<file path="src/rtl/dac_spi_pkg.sv">
// Shared types and frame layout for the dual-channel SPI DAC scheduler.
package dac_spi_pkg;

  typedef enum logic [1:0] {
    IDLE,
    SHIFT,
    GAP
  } state_t;

  localparam int FRAME_BITS = 16;

  localparam int CH_BIT     = 15;
  localparam int BUF_BIT    = 14;
  localparam int GA_N_BIT   = 13;
  localparam int SHDN_N_BIT = 12;
  localparam int DATA_MSB   = 11;
  localparam int DATA_LSB   = 0;

endpackage

</file>
<file path="src/rtl/spi_tx_shifter.sv">
// SPI mode-0 frame serializer: SCK divider, bit counter and MSB-first shift register.
module spi_tx_shifter
  import dac_spi_pkg::*;
#(
  parameter int SCK_DIV = 4
) (
  input  logic                  sysclk,
  input  logic                  reset,
  input  logic                  start,
  input  logic [FRAME_BITS-1:0] frame,
  output logic                  sck,
  output logic                  mosi,
  output logic                  cs_n,
  output logic                  done
);

  localparam int DIV_W = $clog2(SCK_DIV) + 1;
  localparam logic [DIV_W-1:0] DIV_LOAD = DIV_W'(SCK_DIV - 1);
  localparam logic [3:0] LAST_BIT = 4'(FRAME_BITS - 1);

  logic                  active;
  logic [FRAME_BITS-1:0] shreg;
  logic [DIV_W-1:0]      div_cnt;
  logic [3:0]            bit_cnt;

  always_ff @(posedge sysclk) begin
    if (reset) begin
      active  <= 1'b0;
      cs_n    <= 1'b1;
      sck     <= 1'b0;
      mosi    <= 1'b0;
      done    <= 1'b0;
      shreg   <= '0;
      div_cnt <= '0;
      bit_cnt <= '0;
    end else begin
      done <= 1'b0;
      if (start && !active) begin
        active  <= 1'b1;
        cs_n    <= 1'b0;
        sck     <= 1'b0;
        mosi    <= frame[FRAME_BITS-1];
        shreg   <= {frame[FRAME_BITS-2:0], 1'b0};
        div_cnt <= DIV_LOAD;
        bit_cnt <= '0;
      end else if (active) begin
        if (div_cnt == '0) begin
          div_cnt <= DIV_LOAD;
          sck     <= ~sck;
          // Falling edge: either present the next bit or close the frame.
          if (sck) begin
            if (bit_cnt == LAST_BIT) begin
              active <= 1'b0;
              cs_n   <= 1'b1;
              done   <= 1'b1;
              mosi   <= 1'b0;
            end else begin
              bit_cnt <= bit_cnt + 4'd1;
              mosi    <= shreg[FRAME_BITS-1];
              shreg   <= {shreg[FRAME_BITS-2:0], 1'b0};
            end
          end
        end else begin
          div_cnt <= div_cnt - DIV_W'(1);
        end
      end
    end
  end

endmodule

</file>
<file path="src/rtl/dac_spi_scheduler.sv">
// Round-robin scheduler sharing one SPI DAC between two sample streams.
// Optional macro DAC_SPI_LDAC_EN adds spi_ldac_n, pulsed after channel-1 frames.
//   state | meaning
//   IDLE  | both channels ready, waiting for a valid sample
//   SHIFT | frame being serialized, CS low
//   GAP   | CS high inter-frame gap (and LDAC pulse when enabled)
module dac_spi_scheduler
  import dac_spi_pkg::*;
#(
  parameter int SCK_DIV = 4,
  parameter int CS_GAP  = 2
) (
  input  logic        sysclk,
  input  logic        reset,
  input  logic [11:0] ch0_data,
  input  logic        ch0_valid,
  output logic        ch0_ready,
  input  logic [11:0] ch1_data,
  input  logic        ch1_valid,
  output logic        ch1_ready,
  input  logic [2:0]  dac_cfg,
  output logic        spi_mosi,
  output logic        spi_sck,
  output logic        spi_cs,
  output logic        busy,
  output logic        frame_done
`ifdef DAC_SPI_LDAC_EN
  ,
  output logic        spi_ldac_n
`endif
);

  localparam int LDAC_LEN = 2 * SCK_DIV;
  localparam int GAP_MAX  = (CS_GAP > LDAC_LEN) ? CS_GAP : LDAC_LEN;
  localparam int GAP_W    = $clog2(GAP_MAX + 1) + 1;

  state_t                state, next_state;
  logic                  last, cur_ch, grant_ch, accept, shift_done;
  logic [GAP_W-1:0]      gap_len, gap_cnt;
  logic [FRAME_BITS-1:0] frame;

  always_comb begin
    grant_ch   = (ch0_valid && ch1_valid) ? ~last : ch1_valid;
    accept     = 1'b0;
    next_state = state;

    frame                      = '0;
    frame[CH_BIT]              = grant_ch;
    frame[BUF_BIT]             = dac_cfg[2];
    frame[GA_N_BIT]            = dac_cfg[1];
    frame[SHDN_N_BIT]          = dac_cfg[0];
    frame[DATA_MSB:DATA_LSB]   = grant_ch ? ch1_data : ch0_data;

`ifdef DAC_SPI_LDAC_EN
    gap_len = cur_ch ? GAP_W'(GAP_MAX) : GAP_W'(CS_GAP);
`else
    gap_len = GAP_W'(CS_GAP);
`endif

    case (state)
      IDLE: begin
        if (ch0_valid || ch1_valid) begin
          accept     = 1'b1;
          next_state = SHIFT;
        end
      end
      // The done cycle already counts as the first CS-high gap cycle.
      SHIFT: if (shift_done) next_state = (gap_len > GAP_W'(1)) ? GAP : IDLE;
      GAP:   if (gap_cnt == '0) next_state = IDLE;
      default: next_state = IDLE;
    endcase
  end

  always_ff @(posedge sysclk) begin
    if (reset) begin
      state   <= IDLE;
      last    <= 1'b1;
      cur_ch  <= 1'b0;
      gap_cnt <= '0;
    end else begin
      state <= next_state;
      if (accept) begin
        last   <= grant_ch;
        cur_ch <= grant_ch;
      end
      if (state == SHIFT && shift_done) begin
        gap_cnt <= gap_len - GAP_W'(2);
      end else if (state == GAP && gap_cnt != '0) begin
        gap_cnt <= gap_cnt - GAP_W'(1);
      end
    end
  end

  assign ch0_ready  = (state == IDLE);
  assign ch1_ready  = (state == IDLE);
  assign busy       = (state != IDLE);
  assign frame_done = shift_done;

`ifdef DAC_SPI_LDAC_EN
  localparam int LDAC_W = $clog2(LDAC_LEN) + 1;
  logic [LDAC_W-1:0] ldac_cnt;

  always_ff @(posedge sysclk) begin
    if (reset) begin
      ldac_cnt <= '0;
    end else if (shift_done && cur_ch) begin
      ldac_cnt <= LDAC_W'(LDAC_LEN - 1);
    end else if (ldac_cnt != '0) begin
      ldac_cnt <= ldac_cnt - LDAC_W'(1);
    end
  end

  // Low from the CS-rise cycle itself, then held by the counter.
  assign spi_ldac_n = ~((shift_done && cur_ch) || (ldac_cnt != '0));
`endif

  spi_tx_shifter #(
    .SCK_DIV(SCK_DIV)
  ) u_shifter (
    .sysclk (sysclk),
    .reset  (reset),
    .start  (accept),
    .frame  (frame),
    .sck    (spi_sck),
    .mosi   (spi_mosi),
    .cs_n   (spi_cs),
    .done   (shift_done)
  );

endmodule

</file>
<file path="config.mk">
export PLATFORM = sky130hd
export DESIGN_NAME = dac_spi_scheduler
export DESIGN_NICKNAME = d
export VERILOG_FILES = /design/src/rtl/dac_spi_pkg.sv /design/src/rtl/spi_tx_shifter.sv /design/src/rtl/dac_spi_scheduler.sv
export SDC_FILE = /design/constraint.sdc
export NUM_CORES = 1
export LEC_CHECK = 0
export ABC_AREA = 1
export CAP_MARGIN = 20
export CELL_PAD_IN_SITES_DETAIL_PLACEMENT = 2
export CELL_PAD_IN_SITES_GLOBAL_PLACEMENT = 2
export CORE_UTILIZATION = 27
export DETAILED_ROUTE_END_ITERATION = 7
export PLACE_DENSITY = 0.84
export SYNTH_ARGS = -nofsm -noshare
export SYNTH_HDL_FRONTEND = slang
export SYNTH_HIERARCHICAL = 1
export SYNTH_SLANG_ARGS = --single-unit
</file>
<file path="constraint.sdc">
create_clock -name sysclk -period 1.9 [get_ports sysclk]
set_input_delay 0.285 -clock sysclk [delete_from_list [all_inputs] [get_ports sysclk]]
set_output_delay 0.285 -clock sysclk [all_outputs]
set_load 0.02 [all_outputs]
</file>
# After elaboration in Yosys (flattened, before gate mapping)
# Cells that the tools add are included.
[classes]
addsub = 3
eq_ne = 7
n_mux = 32
bitwise_logic = 5
n_reduce_logical = 24
[ops]
columns = ["operator", "count"]
rows = [
  ["$mux W16", 5],
  ["$mux W1", 19],
  ["$mux W12", 1],
  ["$reduce_and A4 Y1", 3],
  ["$mux W2", 5],
  ["$reduce_bool A2 Y1", 5],
  ["$ne A2 B1 Y1 const B", 3],
  ["$pmux W2 S3", 1],
  ["$reduce_and A3 Y1", 2],
  ["$logic_not A5 Y1", 1],
  ["$not A1 Y1", 5],
  ["$reduce_bool A5 Y1", 1],
  ["$reduce_or A5 Y1", 1],
  ["$sub A5 B1 Y5 const B", 1],
  ["$add A4 B1 Y4 const B", 1],
  ["$eq A4 B4 Y1 const B", 1],
  ["$logic_and A1 B1 Y1", 4],
  ["$reduce_or A2 Y1", 2],
  ["$logic_not A3 Y1", 1],
  ["$mux W3", 1],
  ["$sub A3 B1 Y3 const B", 1],
  ["$eq A2 B1 Y1 const B", 1],
  ["$eq A2 B2 Y1 const B", 1],
  ["$logic_not A2 Y1", 1],
  ["4 further kinds", 4],
]
[totals]
register_bits = 35
in_bits = 31
out_inout_bits = 7
word_cells = 83

# Longest topological paths before layout
[depth]
depth_word = 6
depth_mapped = 11
mapped_depth_nobuf = 10

# By module
# The synthesis kept the hierarchy.
[by_module_without_submodules]
columns = ["module", "instances", "cells_each", "area_per_inst_um2", "seq_area_each_um2"]
rows = [
  ["spi_tx_shifter", 1, 185, 1308.8, 540.5],
  ["dac_spi_scheduler", 1, 94, 560.5, 160.2],
]

# Least setup slack after synthesis
# OpenSTA, ideal clock, no wires.
[synth_timing]
path_type = "reg-to-reg"
start = "register state[0]"
end = "register u_shifter.shreg[10]"
setup_ns = 0.132
arrival_time_ns = 1.438
required_time_ns = 1.768
slack_ns = 0.329
path_stages_with_launch = 12
path_buffers = 1
period_less_slack_ns = 1.571
path_cell_list = "dfxtp_1 > nor2_2 > o21ai_2 > inv_1 > inv_1 > nor2_8 > inv_2 > buf_2 > nand2_1 > nand2_1 > nand2_1 > a21oi_1"
[synth_between]
elab_chain_cells = 5
elab_cells_between_ends = 9
cone_classes = "eq/ne (1); mux (2); reduce/logical (6)"
[synth_lines]
columns = ["item", "line", "text"]
rows = [
  ["start: declaration", "dac_spi_scheduler.sv:37", "state_t state, next_state;"],
  ["start signal: assignment", "dac_spi_scheduler.sv:81", "state <= next_state;"],
  ["$logic_not A2 Y1 (*)", "n/a", ""],
  ["via ch0_ready", "dac_spi_scheduler.sv:17", "output logic ch0_ready,"],
  ["$mux W1 (*)", "dac_spi_scheduler.sv:60", "case (state)"],
  ["via accept", "dac_spi_scheduler.sv:38", "logic last, cur_ch, grant_ch, accept, shift_done;"],
  ["$logic_and A1 B1 Y1 (*)", "spi_tx_shifter.sv:38", "if (start && !active) begin"],
  ["$ne A2 B1 Y1 (no line) / $reduce_bool A2 Y1 (equally long branches)", "n/a", ""],
  ["$reduce_and A4 Y1 (no line)", "n/a", ""],
  ["end signal: assignment", "spi_tx_shifter.sv:43", "shreg <= {frame[FRAME_BITS-2:0], 1'b0};"],
  ["end signal: assignment", "spi_tx_shifter.sv:60", "shreg <= {shreg[FRAME_BITS-2:0], 1'b0};"],
  ["end: declaration", "spi_tx_shifter.sv:22", "logic [FRAME_BITS-1:0] shreg;"],
]
# Mark *: on every way through the listed nets, which the timed path passes. The rest lies on a longest branch.
# A chain may end at the register's enable or synchronous reset.

# Worst setup path in the final report
[layout_timing]
start = "register state[0]"
end = "output ch0_ready"
[layout_between]
elab_chain_cells = 1
[layout_lines]
columns = ["item", "line", "text"]
rows = [
  ["$logic_not A2 Y1", "dac_spi_scheduler.sv:94", "assign ch0_ready = (state == IDLE);"],
  ["end: declaration", "dac_spi_scheduler.sv:17", ""],
]
# No other way between the ends.

==> flow_summary.json <==
{
  "status": "finished, final reports clean",
  "synth_compound_area_share_pct": 10.3,
  "finalHoldViolCount": 0,
  "drt_iter0_drc": 32,
  "p_switching_w": 0.000522,
  "layout.nets": 356,
  "synth_adder_area_share_pct": 2.68,
  "critPathLaunchType": "register",
  "synth-seq-area-share_pct": 37.5,
  "numCtsBuffers": 5,
  "core_um2": 6530,
  "power_density_nw_per_um2": 772,
  "grt_use_total_pct": 16.2,
  "finalClockSkew_ps": 11.6,
  "cts_hold_buf": 0,
  "reg2reg_from": "u_shifter/div_cnt[0]$_SDFFE_PP0P_",
  "reg2reg_slack_ps": 210,
  "clock_latency_ps": 290,
  "cts_htree_levels": 2,
  "netlist_area_um2": 1870,
  "layout_commonest_cell": "nand2_1",
  "hold_start": "gap_cnt[4]$_SDFFE_PP0P_",
  "portBuffers": 37,
  "syn2layout_area_growth_pct": 30.7,
  "cts_tree": "built",
  "cts_sinks": 35,
  "fin_area_um2": 2440,
  "dpl_cell_area_um2": 2330,
  "critPathKind": "reg2out",
  "relSlewSlack_pct": 79.5,
  "multi_input_area_um2": 990,
  "antenna_found_initial": 0,
  "drc_errors": 0,
  "fin_crit_sh_pct": 92.9,
  "cp_max_fo": 4,
  "synth-seq-cells": 35,
  "cts_resized": 0,
  "setup_violations": 0,
  "worst-endpoint-required_ps": 1620,
  "layout_common_cells": "nand2_1 (124), clkdlybuf4s50_1 (37), dfxtp_1 (35), a21oi_1 (27), nand3_1 (19)",
  "rows": 29,
  "num_antenna_cells": 0,
  "slew_viol_final": 0,
  "drt-total-wl_um": 5290,
  "hold_class": "reg2reg",
  "synth_nets": 314,
  "vias": 1897,
  "first_pass_iters": 4,
  "syn_inst": 279,
  "dp_slack_ps": 13.3,
  "fin_ws_ps": 134,
  "dp_cells": 391,
  "ios": 38,
  "postSynthAreaPerCell_um2": 6.70,
  "die_w_um": 85.2,
  "rsz0062_at_grt": "false",
  "seq_area_um2": 701,
  "peakVddDrop_v": 0.000246,
  "p_clk_share_pct": 37.9,
  "cts_root_buf": "clkbuf_8",
  "post-dp-hpwl_um": 3930,
  "stdcell_count": 399,
  "routed_via_density": 4.75,
  "p_sw_share_pct": 27.7,
  "grt_pass1_wl_um": 9290,
  "synth_cell_types": 27,
  "first_global_vias": 1982,
  "crit_path_end_kind": "output port",
  "drtAntennaViolNets": 0,
  "leakage_nw": 1.09,
  "power.total_w": 0.00189,
  "yosys.area_share.simple_pct": 38.6,
  "dieArea_um2": 7260,
  "maxCapViolations": 0,
  "clkTransAtPathRegs_ps": 70,
  "synth_top_family_by_area": "simple AND/OR/NAND/NOR gates",
  "fmax_mhz": 566,
  "synth_mux_area_share_pct": 0,
  "gp_congestion": 0.702,
  "yosys_warnings": 6,
  "grt_max_degree": 17,
  "arrival_ps": 1480,
  "fp.dieH_um": 85.2,
  "cp-startpoint": "state[0]$_SDFFE_PP0P_",
  "fill_cells": 800,
  "wl_per_cell_um": 13.3,
  "finalSetupTns_ps": 0,
  "post-cts-setup-buffers": 0,
  "comb_power_share_pct": 20.0,
  "grt_overflow_total": 0,
  "layout-drive-gt1-share_pct": 11.5,
  "seqPwrFrac_pct": 42.1,
  "intPower_w": 0.00136,
  "tightestPinTransition_ps": 306,
  "min_period_ps": 1770,
  "synth_xor_area_share_pct": 1.41,
  "start_util_pct": 28.6,
  "clockBufferDepth": 2
}
## cell usage after synthesis
library cell | n | area, µm²
nand2_1 | 124 | 465
dfxtp_1 | 35 | 701
a21oi_1 | 27 | 135
nand3_1 | 19 | 95.1
inv_1 | 17 | 63.8
inv_2 | 6 | 22.5
buf_2 | 5 | 25.0
o21ai_0 | 5 | 25.0
buf_6 | 4 | 45.0
ha_1 | 4 | 50.1
nor2_1 | 4 | 15.0
a31oi_1 | 3 | 18.8
nand3_2 | 3 | 30.0
nor2_2 | 3 | 18.8
xor2_1 | 3 | 26.3
buf_4 | 2 | 15.0
clkbuf_1 | 2 | 7.51
nand2_2 | 2 | 12.5
nand3b_1 | 2 | 15.0
nor3b_1 | 2 | 15.0
nand2_4 | 1 | 11.3
nand4_1 | 1 | 6.26
nor2_4 | 1 | 11.3
nor2_8 | 1 | 20.0
nor3_1 | 1 | 5.00
o21ai_1 | 1 | 5.00
o21ai_2 | 1 | 8.76
## cells by family (layout without fill, tap and decap cells)
kind of cell | Yosys count | after routing
AO/OA/AOI/OAI | 37 | 37
XOR/XNOR | 3 | 3
adder cells (fa/ha/maj) | 4 | 4
buffers and inverters | 36 | 79
flip-flops | 35 | 35
AND/OR/NAND/NOR | 164 | 164
## layer usage
layer  vias to the layer above  GRT usage, %  part of all wire (%)
met4                         0          6.01                  0.93
met2                        29          29.6                    52
met5                         -             0                     0
li1                        961             -                     -
met3                         5          2.82                   2.4
met1                       902          18.9                    45
## final cells by class
| class | instances | area share, % |
|---|---|---|
| multi-input combinational | 208 | 40.5 |
| clock buffer | 6 | 3.38 |
| inverter | 23 | 3.53 |
| tap | 77 | 3.94 |
| sequential | 35 | 28.7 |
| clock inverter | 2 | 1.43 |
| timing repair buffer | 48 | 18.5 |
## final timing paths
kind | end | cells past startpoint
max reg2reg | u_shifter/shreg[12]$_SDFFE_PP0P_ | 8
min reg2reg | gap_cnt[4]$_SDFFE_PP0P_ | 2
min | gap_cnt[4]$_SDFFE_PP0P_ | 2
max | ch0_ready | 2
## power groups by stage
| stage | sequential (W) | clock [W] | combinational [W] |
|---|---|---|---|
| 6_report | 0.000795 | 0.000715 | 0.000377 |
| 5_1_grt | 0.000799 | 0.000763 | 0.000426 |
| 4_1_cts | 0.000795 | 0.000738 | 0.000385 |
| 3_5_place_dp | 0.000811 | 0 | 0.000381 |
| 3_3_place_gp | 0.000809 | 0 | 0.000364 |
| 2_1_floorplan | 0.000811 | 0 | 0.000218 |
## worst max-delay path, stage by stage, from the launching register on
cell	delay (ps)
dfxtp_1	370
nor2_2	180
clkdlybuf4s50_1	650
## flip-flops by register name (all words and copies together), names as in the netlist
signal and flops:
u_shifter/shreg 15, gap_cnt 5, u_shifter/bit_cnt 4, u_shifter/div_cnt 3
state 2, last 1, u_shifter/active 1, u_shifter/cs_n 1
u_shifter/done 1, u_shifter/mosi 1, u_shifter/sck 1
## per-stage QoR
| step | hold slack, ps | utilization [%] |
|---|---|---|
| 6_report | 446 | 37.4 |
| 5_1_grt | 463 | 37.4 |
| 4_1_cts | 454 | 37.4 |
| 3_5_place_dp | 440 | 35.6 |
| 3_3_place_gp | 430 | 35.6 |
| 2_1_floorplan | 354 | - |
(Power assumes the default switching activity.)
